`config.mk`:
```
export PLATFORM = sky130hd
export DESIGN_NAME = branch_predict_ctrl
export DESIGN_NICKNAME = d
export VERILOG_FILES = /design/src/rtl/branch_predict_ctrl_pkg.sv /design/src/rtl/bht_counter_table.sv /design/src/rtl/branch_predict_ctrl.sv
export SDC_FILE = /design/constraint.sdc
export NUM_CORES = 1
export LEC_CHECK = 0
export CAP_MARGIN = 15
export CORE_MARGIN = 1.5
export CORE_UTILIZATION = 40
export DETAILED_ROUTE_END_ITERATION = 10
export GPL_ROUTABILITY_DRIVEN = 0
export PLACE_DENSITY = 0.68
export SLEW_MARGIN = 20
export SYNTH_ARGS = -nofsm -noshare
export SYNTH_HDL_FRONTEND = slang
export SYNTH_SLANG_ARGS = --single-unit
```
`constraint.sdc`:
```
create_clock -name clk -period 2.7 [get_ports clk]
set_input_delay 0.54 -clock clk [delete_from_list [all_inputs] [get_ports clk]]
set_output_delay 0.54 -clock clk [all_outputs]
set_load 0.005 [all_outputs]
```
`src/rtl/branch_predict_ctrl_pkg.sv`:
```
// branch_predict_ctrl_pkg: shared widths, opcode, counter encodings and FSM states
package branch_predict_ctrl_pkg;
  localparam int AW = 5;
  localparam logic [6:0] BRANCH_OP = 7'b1100011;
  localparam logic [1:0] SNT = 2'd0;
  localparam logic [1:0] WNT = 2'd1;
  localparam logic [1:0] WT  = 2'd2;
  localparam logic [1:0] ST  = 2'd3;
  typedef enum logic {RUN, RECOVER} state_t;
endpackage

```
`src/rtl/bht_counter_table.sv`:
```
// bht_counter_table: 2-bit saturating counter array, combinational read, saturating write
module bht_counter_table
  import branch_predict_ctrl_pkg::*;
#(
  parameter int ENTRIES = 8,
  parameter logic [1:0] CNT_INIT = WNT,
  parameter int IW = $clog2(ENTRIES)
) (
  input  logic          clk,
  input  logic          reset,
  input  logic [IW-1:0] rd_idx,
  output logic [1:0]    rd_cnt,
  input  logic          wr_en,
  input  logic [IW-1:0] wr_idx,
  input  logic          wr_taken
);
  logic [ENTRIES-1:0][1:0] cnt_q, cnt_d;
  logic [1:0] cur;
  always_comb begin
    rd_cnt = cnt_q[rd_idx];
    cur = cnt_q[wr_idx];
    cnt_d = cnt_q;
    if (wr_en) cnt_d[wr_idx] = wr_taken ? (cur == ST ? ST : cur + 2'd1) : (cur == SNT ? SNT : cur - 2'd1);
  end
  always_ff @(posedge clk) cnt_q <= reset ? {ENTRIES{CNT_INIT}} : cnt_d;
endmodule

```
`src/rtl/branch_predict_ctrl.sv`:
```
// branch_predict_ctrl: bimodal branch prediction with one-cycle mispredict recovery
module branch_predict_ctrl
  import branch_predict_ctrl_pkg::*;
#(
  parameter int AW = branch_predict_ctrl_pkg::AW,
  parameter int BHT_ENTRIES = 8,
  parameter logic [1:0] CNT_INIT = WNT
) (
  input  logic          clk,
  input  logic          reset,
  input  logic          hazard_stall,
  input  logic          if_valid,
  input  logic          if_is_branch,
  input  logic [AW-1:0] if_pc,
  input  logic [AW-1:0] if_target,
  input  logic          ex_valid,
  input  logic          ex_is_branch,
  input  logic          ex_taken,
  input  logic          ex_pred_taken,
  input  logic [AW-1:0] ex_pc,
  input  logic [AW-1:0] ex_target,
  output logic          pred_taken,
  output logic          redirect,
  output logic [AW-1:0] redirect_pc,
  output logic          stall,
  output logic          clr,
  output logic [7:0]    mispredict_cnt
);
  localparam int IW = $clog2(BHT_ENTRIES);
  state_t state_q, state_d;
  logic [AW-1:0] correct_pc_q, correct_pc_d;
  logic [7:0] mispredict_cnt_q, mispredict_cnt_d;
  logic [1:0] rd_cnt;
  logic res, mis, unused_pc;
  assign unused_pc = ^if_pc;
  bht_counter_table #(.ENTRIES(BHT_ENTRIES), .CNT_INIT(CNT_INIT), .IW(IW)) u_bht (
    .clk, .reset, .rd_idx(if_pc[IW-1:0]), .rd_cnt,
    .wr_en(res), .wr_idx(ex_pc[IW-1:0]), .wr_taken(ex_taken)
  );
  always_comb begin
    res = ex_valid & ex_is_branch & ~hazard_stall;
    mis = res & (ex_taken ^ ex_pred_taken);
    pred_taken = (state_q == RUN) & if_valid & if_is_branch & rd_cnt[1];
    clr = state_q == RECOVER;
    redirect = clr | pred_taken;
    redirect_pc = clr ? correct_pc_q : if_target;
    stall = hazard_stall;
    state_d = mis ? RECOVER : RUN;
    correct_pc_d = mis ? (ex_taken ? ex_target : ex_pc + AW'(1)) : correct_pc_q;
    mispredict_cnt_d = (mis && mispredict_cnt_q != 8'hff) ? mispredict_cnt_q + 8'd1 : mispredict_cnt_q;
  end
  assign mispredict_cnt = mispredict_cnt_q;
  always_ff @(posedge clk) begin
    state_q <= reset ? RUN : state_d;
    correct_pc_q <= reset ? '0 : correct_pc_d;
    mispredict_cnt_q <= reset ? '0 : mispredict_cnt_d;
  end
endmodule

```
[Word-level counts from Yosys, hierarchy flattened]
Cells that the tools add are included.
Storage, ports and cells
  register bits: 30
  input bits: 29
  output and inout bits: 17
  logic and storage cells: 46
Cells by class
  add/subtract/negate cells: 4
  order comparisons: 3
  equal/unequal tests: 2
  mux-type cells: 13
  bitwise operators: 10
  reduce and logical (&&, ||, !) cells: 3
Operators with widths (number)
  $bwmux 16: 1
  $bmux 2 s3: 2
  $mux 2: 6
  $mux 5: 2
  $add 8x1->8 const B: 1
  $lt 3x4->1 const B: 2
  $ne 8x8->1 const B: 1
  $and 1x1->1: 6
  $demux 2 s3: 1
  $add 5x1->5 const B: 1
  $ge 3x1->1 const B: 1
  $add 2x1->2 const B: 1
  $eq 2x2->1 const B: 1
  $logic_and 1x1->1: 2
  $logic_not 2->1: 1
  $not 1->1: 2
  $sub 2x1->2 const B: 1
  $mux 1: 1
  $or 1x1->1: 1
  $xor 1x1->1: 1

[Longest topological paths before layout]
  depth after elaboration: 6
  depth in mapped cells: 6
  gate-level depth less buffers: 5

[Hierarchy]
Synthesis repeated with hierarchy kept, for this count alone.
Unflattened totals
  cells, all modules: 205
  area total of the unflattened synthesis: 1901.8 sq um
By module, submodules not included
  bht_counter_table: times used 1, cells each 113, area each 1073.5 sq um, seq. area each 320.3 sq um
  branch_predict_ctrl: times used 1, cells each 92, area each 828.3 sq um, seq. area each 280.3 sq um

[Worst setup path before layout]
OpenSTA, ideal clock, no wires.
  kind: input to output
  start: input if_pc[0]
  end: output redirect
  data arrival time: 1.500 ns
  data required time: 2.160 ns
  slack: 0.660 ns
  stages on the path: 4
  buffers on the path: 0
  path through: mux4_2 > mux2i_1 > nor3_1 > or2_2
Between the ends
  word-level cells in the longest chain between the ends: 4
Ends and longest elaborated chain
  start, declared: line branch_predict_ctrl.sv:14  | input logic [AW-1:0] if_pc,
  $bmux 2 s3: line bht_counter_table.sv:20  | rd_cnt = cnt_q[rd_idx];
  $mux 2 (implied by the code): line bht_counter_table.sv:20
  $and 1x1->1: line branch_predict_ctrl.sv:43  | pred_taken = (state_q == RUN) & if_valid & if_is_branch & rd_cnt[1];
  via pred_taken: line branch_predict_ctrl.sv:22  | output logic pred_taken,
  $or 1x1->1: line branch_predict_ctrl.sv:45  | redirect = clr | pred_taken;
  end, declared: line branch_predict_ctrl.sv:23  | output logic redirect,
The timed path passes the listed nets, and every way through them passes these cells. The select of a mux whose other input is x is not followed.

[Final worst setup path]
  start: input if_pc[0]
  end: output pred_taken
Between the ends
  word-level cells in the longest chain between the ends: 3
Ends and longest elaborated chain (line)
  $bmux 2 s3: bht_counter_table.sv:20
  $mux 2 (implied by the code): bht_counter_table.sv:20
  $and 1x1->1: branch_predict_ctrl.sv:43
  end, declared: branch_predict_ctrl.sv:22
No other way between the ends. The select of a mux whose other input is x is not followed.

==> metrics.cfg <==
[status]
run_status = completed

[route]
vias = 1664
drc = 0
drtAntennaViolNets = 0
first_pass_iters = 4
post_drt_via_cell_ratio = 5.679
postRouteWirelength_mm = 4.212
wire_per_inst_um = 14.38
drt_iter0_markers = 136

[yosys]
synth_area_leaders = dfxtp_1 34%, o31ai_1 4.7%, a21oi_1 4.6%, mux2_2 4.5%, nor2_1 4.5%
syn_avg_cell_area_sq_um = 9.123
syn_inst = 192
synth_largest_area_cell = dfxtp_1
synth.most_common_cell = dfxtp_1
ys.flop_type = dfxtp_1
yosys.area.top_type_share = 0.3429
syn_nets = 223
yosysUniqueCellTypes = 41
synth_edf_count = 0
yosysSeqAreaShare = 0.3429
syn_area_sq_um = 1752
synth_common_cells = 30 x dfxtp_1, 21 x nor2_1, 16 x a21oi_1
yosys_warnings = 0
synthArstFlopShare = 0
ys_seq_elements = 30

[cells_and_area]
area_growth_syn_to_layout_pct = 34.43
final_cells = 293
drive_gt1_frac = 0.1440
utilization = 0.5722
final_area_sq_um = 2355
antenna_cells = 0
nets = 273

[global_routing]
grt_pass1_vias = 1509
grt_pass1_wl_mm = 7.272
grt_antenna_before_repair = 0
overflow = 0
track_usage = 0.1866
grt_start_max_net_pins = 31

[placement]
dp_hpwl_mm = 2.977
dp_slack_ns = -0.4075
placed_area_sq_um = 2267
dp_cells = 285
port_buffers = 43

[critical_path]
startpoint_type = input port
arrival_ns = 1.99
crit_fanout = 2
critPathCaptureType = output port
rrSetupSlack_ns = 0.96
cp.required_ns = 2.16
crit_type = in -> out

[timing]
rsz0062_at_grt = false
fmax_mhz = 395.3
tightest_slew_ns = 0.6283
timing.final.ws_setup_ns = 0.1701
tns_ns = 0
hold_viol_final = 0
finalCritPeriodShare = 0.9370
fin_crit_ns = 2.530
finalClockSkew_ns = 0.008069
slew_headroom = 0.5793
setup_violations = 0
slew_viol_final = 0

[floorplanning]
die_w_um = 69.18
die_y_um = 69.18
rows = 23
io_pins = 46
core_area_sq_um = 4115
start_util = 0.4257
die_area_sq_um = 4785

[clock_network]
postCtsSetupBuffers = 0
path_clk_slew_ns = 0.07
numCtsBuffers = 5
cts_tree = built
ctsRootBufferMaster = clkbuf_8
numClockSinks = 30
cts_buffer_depth = 2
clock_latency_ns = 0.28
h-tree-depth = 2

[power_and_ir_drop]
ir_drop_uv = 206.3
p_leak_nw = 0.7892
powerDensity_nw_per_um2 = 413.5

[worst_hold_path]
worst_hold_path_type = reg -> reg

[flow_run]
cap_violations = 0

## registers in the layout, indices dropped and copies added (netlist names)
register        count
correct_pc_q        5
mispredict_cnt      8
u_bht.cnt_q        16
clr                 1
## report_power, final
| part | leakage [nW] | total [mW] | internal [mW] | switching, mW |
|---|---|---|---|---|
| clock network | 0.0482 | 0.375 | 0.205 | 0.170 |
| logic | 0.498 | 0.145 | 0.0801 | 0.0648 |
| registers | 0.243 | 0.454 | 0.449 | 0.00469 |
## final cells by class
class                      count  area [sq um]
sequential                    30         600.6
fill                         387          1760
clock inverter                 1         5.005
tap                           50         62.56
timing repair buffer          55         513.0
inverter                       2         7.507
multi-input combinational    148          1080
clock buffer                   7         86.33
## cells by family after synthesis
logic type	synth area share
fa+ha+maj	0.01428
mux	0.1314
simple gates	0.2307
xor+xnor	0.03000
buf+inv	0.04286
flops	0.3429
compound gates	0.2079
## cells in the final DEF (no fill, tap or decap), drive strengths merged, types with 3 or more instances in the layout
cell type,Yosys,final
mux2,7,7
clkdlybuf4s50,0,40
mux2i,5,5
dfxtp,30,30
mux4,4,4
or4,3,3
nand2,14,14
xnor2,4,4
nand3,6,6
clkbuf,7,8
buf,5,12
nor3,6,6
nor2,21,21
nand2b,5,5
a21oi,16,16
nand3b,4,4
o211ai,3,3
o31ai,11,11
a311oi,8,8
o21ai,3,3
or3,6,6
## through the flow
stage	hold slack, ns	power (mW)
CTS	0.4568	0.9837
floorplan	0.4284	0.5359
detailed placement	0.4469	0.6094
global placement	0.4420	0.6086
global route	0.4817	1.023
finish	0.4548	0.9738
## critical path: stages
cell and delay [ns]:
clkbuf_2 0.11, mux4_2 0.51, mux2i_2 0.17, nor3_1 0.08, buf_4 0.14, clkdlybuf4s50_1 0.43
## final timing paths
path | depth (start not counted) | end | startpoint
max | 6 | pred_taken | if_pc[0]
min | 2 | correct_pc_q[3] | correct_pc_q[3]
max reg2reg | 5 | mispredict_cnt[1] | mispredict_cnt[0]
min reg2reg | 2 | correct_pc_q[3] | correct_pc_q[3]
## layer usage
metal  up-vias  GRT usage  wire, um
met1       784     0.2552      2005
met5         -          0         0
met4         0    0.08061        87
met2        44     0.2778      1909
li1        829          -         -
met3         7    0.04797       210
## what timing repair did
| item | CTS | global route |
|---|---|---|
| gates resized for setup | 3 | 3 |
| endpoints found under the setup margin | 2 | 2 |
| hold buffers | 0 | 0 |
(Power assumes the default switching activity.)
